`config.mk`:
```
export PLATFORM = sky130hd
export DESIGN_NAME = weight_row_fetcher_flat
export DESIGN_NICKNAME = d
export VERILOG_FILES = /design/src/rtl/weight_pkg.sv /design/src/rtl/weight_row_fetcher_if.sv /design/src/rtl/weight_row_fetcher.sv /design/src/flat_wrapper.sv
export SDC_FILE = /design/constraint.sdc
export NUM_CORES = 1
export LEC_CHECK = 0
export ABC_AREA = 1
export BUFFER_PORTS_ARGS = -buffer_cell sky130_fd_sc_hd__buf_2
export CAP_MARGIN = 10
export CORE_AREA = 4 4 392 394
export DETAILED_ROUTE_END_ITERATION = 10
export DIE_AREA = 0 0 396 398
export PLACE_DENSITY_LB_ADDON = 0.25
export SYNTH_ARGS = -nofsm -noshare
export SYNTH_HDL_FRONTEND = slang
export SYNTH_SLANG_ARGS = --single-unit
```
`constraint.sdc`:
```
create_clock -name Clk -period 24.3 [get_ports Clk]
set_clock_uncertainty 0.15 [all_clocks]
set_input_delay 2.43 -clock Clk [delete_from_list [all_inputs] [get_ports Clk]]
set_output_delay 2.43 -clock Clk [all_outputs]
set_load 0.02 [all_outputs]
```
`src/rtl/weight_pkg.sv`:
```
// Shared constants and types for the weight ROM row fetcher.
// The ROM slice and the registered row use the same word order: word 0 in the top bits.
package weight_pkg;

    localparam int unsigned DATA_W   = 32;
    localparam int unsigned ROW_LEN  = 15;
    localparam int unsigned NUM_ROWS = 34;
    localparam int unsigned ADDR_W   = 32;
    localparam int unsigned IDX_W    = 6;

    typedef logic [DATA_W*ROW_LEN-1:0] row_t;

    typedef enum logic [1:0] {
        IDLE,
        FETCH,
        HOLD,
        DONE
    } fetch_state_t;

endpackage

```
`src/rtl/weight_row_fetcher_if.sv`:
```
// Sequencer control, ROM slice bus and downstream row handshake of the weight row fetcher.
// The master modport is the fetcher; the slave modport is the surrounding layer logic.
interface weight_row_fetcher_if;
    import weight_pkg::*;

    logic              start;
    logic              abort;
    logic [ADDR_W-1:0] rom_addr;
    row_t              rom_weight;
    row_t              row_data;
    logic [IDX_W-1:0]  row_idx;
    logic              row_valid;
    logic              row_ready;
    logic              busy;
    logic              done;

    modport master (
        input  start,
        input  abort,
        input  rom_weight,
        input  row_ready,
        output rom_addr,
        output row_data,
        output row_idx,
        output row_valid,
        output busy,
        output done
    );

    modport slave (
        output start,
        output abort,
        output rom_weight,
        output row_ready,
        input  rom_addr,
        input  row_data,
        input  row_idx,
        input  row_valid,
        input  busy,
        input  done
    );

endinterface

```
`src/rtl/weight_row_fetcher.sv`:
```
// Walks a combinational weight ROM one row at a time and offers each registered row downstream
// on a valid/ready handshake. rom_addr steps by ROW_LEN per row, so no multiplier is needed.
module weight_row_fetcher
    import weight_pkg::*;
(
    input logic                  Clk,
    input logic                  Reset,
    weight_row_fetcher_if.master bus
);

    fetch_state_t      state_q, state_d;
    logic [ADDR_W-1:0] rom_addr_q;
    row_t              row_data_q;
    logic [IDX_W-1:0]  row_idx_q;
    logic              row_valid_q;
    logic              busy_q;
    logic              done_q;
    logic              accept;
    logic              last_row;

    assign accept   = row_valid_q & bus.row_ready;
    assign last_row = (row_idx_q == IDX_W'(NUM_ROWS - 1));

    always_comb begin
        state_d = state_q;
        unique case (state_q)
            IDLE:    if (bus.start) state_d = FETCH;
            FETCH:   state_d = HOLD;
            HOLD:    if (accept) state_d = last_row ? DONE : FETCH;
            DONE:    state_d = IDLE;
            default: state_d = IDLE;
        endcase
        // abort beats everything, including a start seen in IDLE
        if (bus.abort) state_d = IDLE;
    end

    always_ff @(posedge Clk or posedge Reset) begin
        if (Reset) begin
            state_q     <= IDLE;
            rom_addr_q  <= '0;
            row_data_q  <= '0;
            row_idx_q   <= '0;
            row_valid_q <= 1'b0;
            busy_q      <= 1'b0;
            done_q      <= 1'b0;
        end else begin
            state_q <= state_d;
            // done fires the cycle after DONE; busy is held through that pulse
            done_q  <= (state_q == DONE) & ~bus.abort;
            busy_q  <= ((state_d != IDLE) | (state_q == DONE)) & ~bus.abort;
            if (bus.abort) begin
                row_valid_q <= 1'b0;
                row_idx_q   <= '0;
                rom_addr_q  <= '0;
            end else begin
                unique case (state_q)
                    IDLE: begin
                        if (bus.start) begin
                            row_idx_q  <= '0;
                            rom_addr_q <= '0;
                        end
                    end
                    FETCH: begin
                        // rom_addr has been stable since the previous edge
                        row_data_q  <= bus.rom_weight;
                        row_valid_q <= 1'b1;
                    end
                    HOLD: begin
                        if (accept) begin
                            row_valid_q <= 1'b0;
                            if (!last_row) begin
                                row_idx_q  <= row_idx_q + IDX_W'(1);
                                rom_addr_q <= rom_addr_q + ADDR_W'(ROW_LEN);
                            end
                        end
                    end
                    default: ;
                endcase
            end
        end
    end

    assign bus.rom_addr  = rom_addr_q;
    assign bus.row_data  = row_data_q;
    assign bus.row_idx   = row_idx_q;
    assign bus.row_valid = row_valid_q;
    assign bus.busy      = busy_q;
    assign bus.done      = done_q;

endmodule

```
`src/flat_wrapper.sv`:
```
// flat-port wrapper written by rule: the top's interface ports become plain ports
module weight_row_fetcher_flat import weight_pkg::*;
  (Clk, Reset, bus_start, bus_abort, bus_rom_weight, bus_row_ready, bus_rom_addr, bus_row_data, bus_row_idx, bus_row_valid, bus_busy, bus_done);
  weight_row_fetcher_if bus_i ();
  input logic Clk;
  input logic Reset;
  input wire logic [$bits(bus_i.start)-1:0] bus_start;
  input wire logic [$bits(bus_i.abort)-1:0] bus_abort;
  input wire logic [$bits(bus_i.rom_weight)-1:0] bus_rom_weight;
  input wire logic [$bits(bus_i.row_ready)-1:0] bus_row_ready;
  output wire logic [$bits(bus_i.rom_addr)-1:0] bus_rom_addr;
  output wire logic [$bits(bus_i.row_data)-1:0] bus_row_data;
  output wire logic [$bits(bus_i.row_idx)-1:0] bus_row_idx;
  output wire logic [$bits(bus_i.row_valid)-1:0] bus_row_valid;
  output wire logic [$bits(bus_i.busy)-1:0] bus_busy;
  output wire logic [$bits(bus_i.done)-1:0] bus_done;
  assign bus_i.start = bus_start;
  assign bus_i.abort = bus_abort;
  assign bus_i.rom_weight = bus_rom_weight;
  assign bus_i.row_ready = bus_row_ready;
  assign bus_rom_addr = bus_i.rom_addr;
  assign bus_row_data = bus_i.row_data;
  assign bus_row_idx = bus_i.row_idx;
  assign bus_row_valid = bus_i.row_valid;
  assign bus_busy = bus_i.busy;
  assign bus_done = bus_i.done;
  weight_row_fetcher u_core (.Clk(Clk), .Reset(Reset), .bus(bus_i));
endmodule
```
**Yosys cells after proc, flatten, opt, wreduce, memory -nomap -nowiden**

Cells that the tools add are included.

- Word-level logic and storage cells: 46
- Bits in latches: 0
- Bits in read-only memories: 0
- Memory bits (writable): 0
- Memories: 0
- Input port bits: 485
- Register bits: 523
- Output and inout port bits: 521

- Add/subtract/negate cells: 2
- Shift operators: 0
- Reduce and logical (&&, ||, !) cells: 7
- Muxes and demuxes: 18
- Bitwise operators: 5
- $lt $le $gt $ge: 0
- Eq/ne operators: 7
- Multiply operators: 0
- Divide/modulo/power cells: 0

Operators by type and width:

| cell | count |
|---|---|
| two-way mux 32 bit | 4 |
| one-hot mux 32 bit (2 select lines) | 1 |
| adder 32 x 4 -> 32 bit (second input constant) | 1 |
| two-way mux 6 bit | 4 |
| one-hot mux 6 bit (2 select lines) | 1 |
| two-way mux 2 bit | 4 |
| one-hot mux 2 bit (4 select lines) | 1 |
| adder 6 x 1 -> 6 bit (second input constant) | 1 |
| equality test 6 bit (second input constant) | 1 |
| != test 3 bit (second input constant) | 2 |
| nonzero test 3 bit | 2 |
| equality test 2 bit (second input constant) | 2 |
| AND reduction 2 bit | 2 |
| AND reduction 4 bit | 1 |
| AND 1 bit | 3 |
| != test 3 x 2 -> 1 bit (second input constant) | 1 |
| equality test 2 x 1 -> 1 bit (second input constant) | 1 |
| zero test 2 bit | 1 |
| two-way mux 1 bit | 2 |
| one-hot mux 1 bit (2 select lines) | 1 |
| nonzero test 2 bit | 1 |
| NOT 1 bit | 1 |
| OR 1 bit | 1 |

**Longest topological paths before layout**

- Depth after elaboration: 8
- Mapped depth: 12
- Gate-level depth less buffers: 11

**Least setup slack after synthesis**

OpenSTA, ideal clock, no wires.

- Path type: input -> register
- Start point: in bus_abort
- End point: reg u_core.row_data_q[162] (netlist: u_core.bus.row_data[162])
- Arrival: 3.457 ns
- Library setup time: 0.125 ns
- Buffers on the path: 3
- Data required time: 24.025 ns
- Stages on the path: 6
- Slack: 20.568 ns
- Cells stage by stage: buf_2 inv_2 nand3_2 buf_2 buf_2 mux2_2

- Cells in the longest elaborated chain, start to end: 2

RTL lines:

| element | line | source |
|---|---|---|
| start: declaration | flat_wrapper.sv:8 | `input wire logic [$bits(bus_i.abort)-1:0] bus_abort;` |
| NOT 1 bit (no source line) | - |  |
| AND reduction 2 bit (no source line) | - |  |
| end signal: assignment | weight_row_fetcher.sv:65 | `row_data_q <= bus.rom_weight;` |
| end: declaration | weight_row_fetcher.sv:13 | `row_t row_data_q;` |

Every way passes these cells.
A chain may end at the register's enable or synchronous reset.

**Worst setup path after layout**

- Start point: in bus_abort
- End point: reg u_core.row_data_q[412] (netlist: u_core.bus.row_data[412])

Same word-level chain as after synthesis.

==> impl_metrics.json <==
{
  "status": "completed",
  "relSlewSlack_pct": 22.4,
  "crit_buf_inv": 5,
  "power.share.clock_pct": 29.6,
  "synth_top_area_share_pct": 64.2,
  "antenna_found_initial": 40,
  "cp.required_ns": 24.66,
  "path_class": "input pin to flop",
  "drive_above_1_share_pct": 58.6,
  "yosys_warnings": 0,
  "final_cell_mix": "buf_2 (1005), dfrtp_1 (523), mux2_2 (307), mux2_1 (173), nand2_1 (119)",
  "routedWlPerCell_um": 19.1,
  "hold_path.class": "flop to flop",
  "hpwl_mm": 68.5,
  "cts_buffers": 68,
  "cp_common_cell": "buf_4",
  "drt_wl_total_mm": 86.4,
  "synth.distinct_cells": 34,
  "route.detailed.drc": 0,
  "grt_max_degree": 160,
  "setup-tns-final_ns": 0,
  "drtIter0Drc": 587,
  "io_pins": 1006,
  "die_w_um": 396,
  "core_um2": 150000,
  "syn-cell-area_um2": 20400,
  "path_cells": "buf_2, inv_2, nand3_4, buf_4, buf_4, buf_4, mux2_2",
  "cp_slowest_cell": "buf_4",
  "slew_violations": 0,
  "final-hold-violation-count": 0,
  "port_buffers": 1005,
  "combPwrFrac_pct": 33.8,
  "syn_nets": 1893,
  "dr.pass1.iters": 4,
  "finalCritPeriodShare_pct": 24.7,
  "synth_area_per_cell_um2": 14.5,
  "htree_levels": 3,
  "clk-insertion-delay-late_ns": 0.63,
  "die_y_um": 398,
  "postSynthCellCount": 1405,
  "crit_fanout": 64,
  "grt_first_pass_wirelength_mm": 120,
  "clk_pin_slew_worst_paths_ns": 0.05,
  "cts_resized": 0,
  "rsz0062_at_grt": "no",
  "vdd_drop_max_v": 0.0000654,
  "area_growth_pct": 48.1,
  "grt.total_usage_pct": 10.5,
  "internal_power_mw": 2.32,
  "vias_per_cell": 3.34,
  "regArea_um2": 13100,
  "cpLargestDelayFamily": "buffers and inverters",
  "end_kind": "flop",
  "cts_buffer_depth": 3,
  "initial_core_util_pct": 13.6,
  "ys_seq_area_share_pct": 64.2,
  "max_cap_viol_count": 0,
  "cts_setup_buffers": 0,
  "placedCellCount": 4380,
  "cts_tree": "built",
  "cts-root-buf": "clkbuf_16",
  "max_freq_mhz": 167,
  "grt_pass1_vias": 16200,
  "swShare_pct": 37.2,
  "p_per_area_nw_per_um2": 123,
  "ys_ff_latch": 523,
  "tightest_slew_ns": 1.16,
  "grt-ovfl-total": 0,
  "finalSetupViolations": 0,
  "ctsHoldBuffers": 0,
  "start_kind": "input pin",
  "die_area_um2": 158000,
  "multi_input_area_um2": 6770,
  "layout_commonest_cell": "buf_2",
  "nNetsFinal": 2922,
  "fin_cells": 4519,
  "leakage_nw": 14.3,
  "p_switching_mw": 1.38,
  "routabilityCongestion": 0.809,
  "final_antenna_net_count": 0,
  "n_fill_cell": 16500,
  "fin_util_pct": 20.2,
  "synthTopCellsByArea": "dfrtp_1 (64%), mux2_2 (17%), mux2_1 (9.6%)",
  "core.rowCount": 142,
  "cts.sinks": 523,
  "yosysTopAreaCell": "dfrtp_1",
  "num_vias": 15100,
  "cpPeakStageDelay_ns": 0.81,
  "period_needed_ns": 5.99,
  "seqPwrFrac_pct": 36.6,
  "critPathArrivalTime_ns": 6.35
}
path summary, 6_finish.rpt:
check                           depth (start not counted)  slack, ns                        to               startpoint
worst max-delay path                                    7      18.31  u_core.bus.row_data[412]                bus_abort
worst min-delay path                                    1       0.33   u_core.bus.row_data[81]  u_core.bus.row_data[81]
worst max register to register                          6      20.04  u_core.bus.row_data[412]        u_core.state_q[1]
worst min register to register                          1       0.33   u_core.bus.row_data[81]  u_core.bus.row_data[81]
max in group asynchronous                               5      19.35  u_core.bus.row_data[114]                    Reset
min in group asynchronous                               2       1.76  u_core.bus.row_data[409]                    Reset
per-stage QoR:
| step | power (mW) | instance area, µm² | hold WS (ns) | setup WS, ns |
|---|---|---|---|---|
| floorplan | 2.06 | 20400 | 0.393 | 7.11 |
| global placement | 2.65 | 27700 | 0.319 | 17.61 |
| detailed placement | 2.65 | 27700 | 0.325 | 17.62 |
| CTS | 3.79 | 30200 | 0.339 | 18.36 |
| global route | 3.91 | 30200 | 0.346 | 18.12 |
| finish | 3.70 | 30200 | 0.333 | 18.31 |
power groups by stage:
stage	combinational, mW	sequential, mW	clock (mW)
after floorplan	0.307	1.75	0
after global placement	1.28	1.36	0
after detailed placement	1.28	1.37	0
after CTS	1.29	1.36	1.14
after global routing	1.33	1.40	1.18
final	1.25	1.36	1.09
routing by layer:
| layer | up-vias | part of all wire [%] | GRT usage [%] |
|---|---|---|---|
| met2 | 610 | 50 | 17.8 |
| met4 | 14 | 3.5 | 5.01 |
| met5 | - | 0.25 | 0.585 |
| met1 | 7433 | 37 | 11.5 |
| li1 | 6913 | - | - |
| met3 | 141 | 8.5 | 3.93 |
sequential cells by signal, summed over array words and instances, names as in the netlist:
signal                flops
u_core.bus.busy           1
u_core.bus.done           1
u_core.bus.rom_addr      32
u_core.bus.row_data     480
u_core.bus.row_idx        6
u_core.bus.row_valid      1
u_core.state_q            2
cells in the mapped netlist, drive strengths merged:
cell,instances
dfrtp,523
mux2,480
nand2,121
nor2,75
buf,59
inv,48
nand3,25
o21ai,23
nand4,11
a21oi,10
nor3,10
xor2,4
ha,3
clkbuf,2
nand3b,2
nor4,2
xnor2,2
clkinv,1
nor3b,1
o21a,1
o21bai,1
o31ai,1
worst register-to-register path, stage by stage, from the launching register on:
cell,delay (ns)
dfrtp_1,0.42
inv_1,0.10
nand3_4,0.48
buf_4,0.89
buf_4,0.82
buf_4,0.82
mux2_2,0.46
logic make-up (layout without fill, tap and decap cells):
group | count (synthesis) | after routing | synth area share [%]
AND/OR/NAND/NOR | 247 | 247 | 5.29
multiplexers | 480 | 480 | 26.5
XOR/XNOR | 6 | 6 | 0.258
adder cells (fa/ha/maj) | 3 | 3 | 0.184
flip-flops | 523 | 523 | 64.2
AO/OA/AOI/OAI | 36 | 36 | 0.939
other | 0 | 18 | 0
buffers and inverters | 110 | 1190 | 2.65
layout make-up:
class	count	share of cell area, %
diodes	18	0.149
clock buffers	96	6.58
clock inverters	25	1.46
inverters	49	0.634
multi-input cells	772	22.4
flip-flops and latches	523	43.3
well taps	2016	8.35
repair buffers	1020	17.1
No activity file was read; power rests on OpenSTA's default activity.
